$ cat src/rtl/vga_timing_pkg.sv
// Shared VGA timing constants for the sync generator and the renderer.
package vga_timing_pkg;

  // Scan counter width; both totals must fit in it.
  localparam int CNT_W     = 10;
  localparam int CNT_LIMIT = 1 << CNT_W;

  // Sync polarity encodings.
  localparam logic SYNC_ACT_LOW  = 1'b0;
  localparam logic SYNC_ACT_HIGH = 1'b1;

  // 640x480 @ 60 Hz from a 100 MHz system clock.
  localparam int DEF_DIV    = 4;
  localparam int DEF_H_DISP = 640;
  localparam int DEF_H_FP   = 16;
  localparam int DEF_H_SYNC = 96;
  localparam int DEF_H_BP   = 48;
  localparam int DEF_V_DISP = 480;
  localparam int DEF_V_FP   = 10;
  localparam int DEF_V_SYNC = 2;
  localparam int DEF_V_BP   = 33;

  localparam int DEF_H_TOTAL = DEF_H_DISP + DEF_H_FP + DEF_H_SYNC + DEF_H_BP;
  localparam int DEF_V_TOTAL = DEF_V_DISP + DEF_V_FP + DEF_V_SYNC + DEF_V_BP;

  // Inclusive window test used by the sync decode.
  function automatic logic in_win(input logic [CNT_W-1:0] v,
                                  input logic [CNT_W-1:0] lo,
                                  input logic [CNT_W-1:0] hi);
    return (v >= lo) && (v <= hi);
  endfunction

endpackage

$ cat src/rtl/pixel_tick_div.sv
// Free-running divide-by-DIV counter; o_adv is high on the last clk of each period.
module pixel_tick_div #(
  parameter int DIV = 4
) (
  input  logic clk,
  input  logic rst_n,
  output logic o_adv
);

  localparam int CW = (DIV > 1) ? $clog2(DIV) : 1;
  localparam logic [CW-1:0] LAST = CW'(DIV - 1);

  logic [CW-1:0] r_cnt;
  logic          w_last;

  assign w_last = (r_cnt == LAST);
  assign o_adv  = w_last;

  // Count 0..DIV-1 and wrap; with DIV=1 the counter sits at 0 and o_adv stays high.
  always_ff @(posedge clk or negedge rst_n) begin
    if (!rst_n)      r_cnt <= '0;
    else if (w_last) r_cnt <= '0;
    else             r_cnt <= r_cnt + CW'(1);
  end

endmodule

$ cat src/rtl/vga_sync_gen.sv
// VGA scan timing: pixel enable, h/v counters and registered sync/blanking strobes.
module vga_sync_gen
  import vga_timing_pkg::*;
#(
  parameter int   DIV      = DEF_DIV,
  parameter int   H_DISP   = DEF_H_DISP,
  parameter int   H_FP     = DEF_H_FP,
  parameter int   H_SYNC   = DEF_H_SYNC,
  parameter int   H_BP     = DEF_H_BP,
  parameter int   V_DISP   = DEF_V_DISP,
  parameter int   V_FP     = DEF_V_FP,
  parameter int   V_SYNC   = DEF_V_SYNC,
  parameter int   V_BP     = DEF_V_BP,
  parameter logic SYNC_POL = SYNC_ACT_LOW
) (
  input  logic             clk,
  input  logic             reset,
  output logic             p_tick,
  output logic             h_sync,
  output logic             v_sync,
  output logic             video_on,
  output logic [CNT_W-1:0] pixel_x,
  output logic [CNT_W-1:0] pixel_y,
  output logic             frame_start,
  output logic             line_end
);

  localparam int H_TOTAL = H_DISP + H_FP + H_SYNC + H_BP;
  localparam int V_TOTAL = V_DISP + V_FP + V_SYNC + V_BP;

  // Reject timings the 10-bit counters cannot represent.
  if (H_TOTAL > CNT_LIMIT || V_TOTAL > CNT_LIMIT) begin : g_bad_total
    $error("vga_sync_gen: H_TOTAL/V_TOTAL must be <= 1024");
  end
  if (DIV < 1) begin : g_bad_div
    $error("vga_sync_gen: DIV must be >= 1");
  end

  localparam logic [CNT_W-1:0] HT_M1   = CNT_W'(H_TOTAL - 1);
  localparam logic [CNT_W-1:0] VT_M1   = CNT_W'(V_TOTAL - 1);
  localparam logic [CNT_W-1:0] HD      = CNT_W'(H_DISP);
  localparam logic [CNT_W-1:0] VD      = CNT_W'(V_DISP);
  localparam logic [CNT_W-1:0] HS_LO   = CNT_W'(H_DISP + H_FP);
  localparam logic [CNT_W-1:0] HS_HI   = CNT_W'(H_DISP + H_FP + H_SYNC - 1);
  localparam logic [CNT_W-1:0] VS_LO   = CNT_W'(V_DISP + V_FP);
  localparam logic [CNT_W-1:0] VS_HI   = CNT_W'(V_DISP + V_FP + V_SYNC - 1);

  logic             w_adv;
  logic [CNT_W-1:0] w_x_nxt, w_y_nxt;
  logic             w_hwrap;

  logic             r_tick, r_hs, r_vs, r_vid, r_fs, r_le;
  logic [CNT_W-1:0] r_x, r_y;

  pixel_tick_div #(.DIV(DIV)) u_div (
    .clk   (clk),
    .rst_n (reset),
    .o_adv (w_adv)
  );

  // Next scan position; all registered outputs are decoded from it so they
  // line up with the coordinates on the same edge.
  always_comb begin
    w_hwrap = (r_x == HT_M1);
    w_x_nxt = w_hwrap ? '0 : r_x + CNT_W'(1);
    w_y_nxt = r_y;
    if (w_hwrap) w_y_nxt = (r_y == VT_M1) ? '0 : r_y + CNT_W'(1);
  end

  // Scan counters and output registers; reset parks at the last pixel so the
  // first tick lands on (0,0) and a whole frame follows.
  always_ff @(posedge clk or negedge reset) begin
    if (!reset) begin
      r_tick <= 1'b0;
      r_x    <= HT_M1;
      r_y    <= VT_M1;
      r_hs   <= ~SYNC_POL;
      r_vs   <= ~SYNC_POL;
      r_vid  <= 1'b0;
      r_fs   <= 1'b0;
      r_le   <= 1'b0;
    end else if (w_adv) begin
      r_tick <= 1'b1;
      r_x    <= w_x_nxt;
      r_y    <= w_y_nxt;
      r_hs   <= in_win(w_x_nxt, HS_LO, HS_HI) ? SYNC_POL : ~SYNC_POL;
      r_vs   <= in_win(w_y_nxt, VS_LO, VS_HI) ? SYNC_POL : ~SYNC_POL;
      r_vid  <= (w_x_nxt < HD) && (w_y_nxt < VD);
      r_fs   <= (w_x_nxt == '0) && (w_y_nxt == '0);
      r_le   <= (w_x_nxt == HT_M1);
    end else begin
      r_tick <= 1'b0;
      r_fs   <= 1'b0;
      r_le   <= 1'b0;
    end
  end

  assign p_tick      = r_tick;
  assign h_sync      = r_hs;
  assign v_sync      = r_vs;
  assign video_on    = r_vid;
  assign pixel_x     = r_x;
  assign pixel_y     = r_y;
  assign frame_start = r_fs;
  assign line_end    = r_le;

endmodule

$ cat config.mk
export PLATFORM = sky130hd
export DESIGN_NAME = vga_sync_gen
export DESIGN_NICKNAME = d
export VERILOG_FILES = /design/src/rtl/vga_timing_pkg.sv /design/src/rtl/pixel_tick_div.sv /design/src/rtl/vga_sync_gen.sv
export SDC_FILE = /design/constraint.sdc
export NUM_CORES = 1
export LEC_CHECK = 0
export CELL_PAD_IN_SITES_DETAIL_PLACEMENT = 2
export CELL_PAD_IN_SITES_GLOBAL_PLACEMENT = 2
export CORE_MARGIN = 4
export CORE_UTILIZATION = 33
export CTS_CLUSTER_DIAMETER = 30
export DETAILED_ROUTE_END_ITERATION = 16
export MAX_ROUTING_LAYER = met4
export PLACE_DENSITY = 0.83
export RECOVER_POWER = 25
export SLEW_MARGIN = 20
export SYNTH_ARGS = -nofsm -noshare
export SYNTH_HDL_FRONTEND = slang
export SYNTH_SLANG_ARGS = --single-unit
$ cat constraint.sdc
create_clock -name clk -period 2.5 [get_ports clk]
set_input_delay 0.375 -clock clk [delete_from_list [all_inputs] [get_ports clk]]
set_output_delay 0.375 -clock clk [all_outputs]
set_load 0.1 [all_outputs]
==> flow_summary.ini, run 1 <==
[sta]
max_slew_margin = -0.07511
whs_ps = 436.2
finalHoldViolCount = 0
period_share = 0.9601
worst_clock_skew_ps = 8.578
worst-slew-pin-transition_ps = 1613
layout_min_cycle_time_ps = 2400
achievable-frequency_mhz = 416.6
final-setup-viol-count = 0
report.final.slew_viol_count = 29

[global_routing]
grt-ovfl-total = 0
number_of_antenna_violations_at_the_first_check_in_global_routing = 0
pin_count_of_the_biggest_net_entering_global_routing = 29
vias_in_the_first_global_route = 2037
all_layer_gr_usage = 0.2025
grtUsageMet1 = 0.2717
met3_track_usage_gr = 0.01748
grt_first_pass_wirelength_um = 11290
grt_use_met2 = 0.3231
top_usage_layer = met2

[power]
pwr_density_cell_nw_per_um2 = 320.0
power_share_of_the_clock_group = 0.395
design_power_total_w = 0.0007667
switching_share = 0.2217
internal_power_w = 0.0005967
p_switching_w = 0.0001700
seq_power_share = 0.591
power.leakage_nw = 1.033
power.combinational.fraction = 0.014
ir_worst_vdd_mv = 0.1873

[routing]
dr_total_vias = 1847
routed_via_density = 5.666
routed_wirelength_um = 6727
drt.antenna.violating_nets = 0
drt_iter0_drc = 124
routedWlPerCell_um = 20.63
drt-pass1-iter-count = 4
drc_errors = 0

[critical_path]
timing.critical_path.required_ps = 2700
timing.critical_path.fanout_max = 6
crit_arrival_ps = 2600
end_kind = register
critPathKind = register to register
cp-start-kind = register
internal_reg_to_reg_setup_slack_ps = 100

[clock_network]
cts.sinks = 28
h-tree-depth = 1
clock_tree_from_tritoncts = built
skew_pair_late_insertion_delay_ps = 290
post_cts_hold_buffer_count = 0
cts.clk_slew.worst_paths_ps = 110
clock_tree.buffer_depth = 2
cts_made_buffers = 3
ctsRootBufferMaster = clkbuf_8

[die]
dieWidth_um = 84.81
floorplan.rows = 27
floorplan.die.height_um = 84.81
core-area_um2 = 5608
dieArea_um2 = 7193
io_pins = 28
initial_core_util = 0.3472

[job]
cap_viol_max_count = 1

[synthesis]
postSynth.topFlopCell = dfrtp_1
synth.yosys.warnings = 0
mapped_cells = 220
synth_area_per_cell_um2 = 8.849
synth_edf_count = 0
synth_area_um2 = 1947
ys_seq_elements = 28
ys_types = 51
synth_async_sr_flop_share = 1.000
synth.yosys.seq_area_share = 0.3676
synth_fp_nets = 228

[status]
failed_checks = capacitance limit, slew limit
status = finished, violations left

[layout]
final_layout_size_suffix_gt1_frac = 0.2913
area_delta_synth_final_pct = 23.07
layout.nets = 263
n_antenna_cell = 0

[min_path]
min_path_type = register to register

[place]
detailedPlacementHpwl_um = 4766
place.gp.congestion = 0.8595
io_buffers = 27
==> path summary, 6_finish.rpt <==
kind / start / end / cells past startpoint
min in group asynchronous: reset / pixel_y[0] / 2
worst max-delay path: pixel_x[0] / frame_start / 7
worst max register to register: pixel_x[0] / frame_start / 7
max in group asynchronous: reset / line_end / 2
worst min register to register: u_div.r_cnt[0] / u_div.r_cnt[0] / 1
worst min-delay path: u_div.r_cnt[0] / u_div.r_cnt[0] / 1
==> metal layers <==
metal / vias up / share of wire
li1: 869 / -
met1: 942 / 0.47
met2: 25 / 0.49
met3: 11 / 0.021
met4: 0 / 0.021
met5: - / 0
==> per-stage QoR <==
stage | std cells | setup WS [ps] | TNS (ps) | utilization | cell area, µm²
global placement | 319 | 76.87 | 0 | 0.4085 | 2291
detailed placement | 319 | -56.37 | -79.63 | 0.4085 | 2291
global route | 326 | -101.6 | -153.3 | 0.4273 | 2396
CTS | 326 | 72.61 | 0 | 0.4237 | 2376
floorplan | 220 | 8.298 | 0 | - | 1954
finish | 326 | 99.70 | 0 | 0.4273 | 2396
==> power by group through the flow <==
stage / clock network, W / logic (W) / registers (W)
after floorplan: 0 / 0.000000000488 / 0.000462
after global placement: 0 / 0.0000121 / 0.000461
after detailed placement: 0 / 0.0000123 / 0.000461
after CTS: 0.000309 / 0.0000123 / 0.000454
after global routing: 0.000327 / 0.0000123 / 0.000454
final: 0.000303 / 0.0000106 / 0.000453
==> critical path, stage by stage, from the launching register on <==
cell and delay [ps]:
dfstp_4 670, ha_4 160, and3_1 220, nand3_1 110
a2111oi_0 560, a31oi_1 150, nand2b_1 200, nor4_2 230
==> state kept, by name, summed over array words and instances (netlist names) <==
register,flops
pixel_x,10
pixel_y,10
u_div.r_cnt,2
frame_start,1
h_sync,1
line_end,1
p_tick,1
v_sync,1
video_on,1
==> cell usage after synthesis (all sizes together) (8+ instances only) <==
master  count  share of area
a21oi      10          0.026
buf        10          0.030
dfrtp      16           0.21
dfstp      12           0.16
nand2      22          0.042
nand3      12          0.031
nor2       14          0.027
nor3        8          0.026
o21ai      14          0.036
xnor2      13          0.058
==> cells by family (layout without fill, tap and decap cells) <==
logic type	count (synthesis)	count (layout)	synth area share
AO/OA/AOI/OAI	52	52	0.1722
buffers and inverters	23	57	0.05591
flip-flops	28	28	0.3676
AND/OR/NAND/NOR	90	90	0.2680
XOR/XNOR	17	17	0.07648
multiplexers	4	4	0.02121
adder cells (fa/ha/maj)	6	6	0.03856
==> placed cells by master, fill, tap and decap left out, types with 3 or more instances in the layout <==
| cell | netlist | layout |
|---|---|---|
| buf_4 | 1 | 45 |
| nand2_1 | 22 | 22 |
| dfrtp_1 | 16 | 16 |
| nor2_1 | 14 | 14 |
| o21ai_0 | 14 | 13 |
| xnor2_1 | 13 | 13 |
| nand3_1 | 12 | 11 |
| a21oi_1 | 10 | 10 |
| dfstp_2 | 12 | 10 |
| nor3_1 | 7 | 7 |
| a31oi_1 | 7 | 7 |
| inv_1 | 6 | 6 |
| and3_1 | 6 | 6 |
| nand4_1 | 5 | 5 |
| o31ai_1 | 5 | 5 |
| ha_1 | 6 | 5 |
| xor2_1 | 4 | 4 |
| nand2b_1 | 4 | 4 |
| clkbuf_8 | 0 | 4 |
| and4_1 | 3 | 3 |
| mux2i_1 | 3 | 3 |
==> area by class of cell <==
| type | instances | area (µm²) |
|---|---|---|
| well taps | 72 | 90.09 |
| clock buffers | 4 | 55.05 |
| repair buffers | 47 | 351.6 |
| flip-flops and latches | 28 | 723.2 |
| multi-input cells | 169 | 1154 |
| inverters | 6 | 22.52 |
| fillers | 653 | 3212 |
==> timing repair <==
item,4_1_cts,5_1_grt
setup buffers,3,0
pin swaps,1,1
setup endpoints to repair,3,6
resized for setup,1,5
Note: power is estimated with default switching activity, not from simulation.
==> run 2: changes to the inputs <==
--- a/config.mk
+++ b/config.mk
@@ -5,6 +5,7 @@
 export SDC_FILE = /design/constraint.sdc
 export NUM_CORES = 1
 export LEC_CHECK = 0
+export ABC_CLOCK_PERIOD_IN_PS = 2500
 export CELL_PAD_IN_SITES_DETAIL_PLACEMENT = 2
 export CELL_PAD_IN_SITES_GLOBAL_PLACEMENT = 2
 export CORE_MARGIN = 4
==> results of run 2 <==
Same layout as run 1: the final DEF is identical, and so are final timing and power.
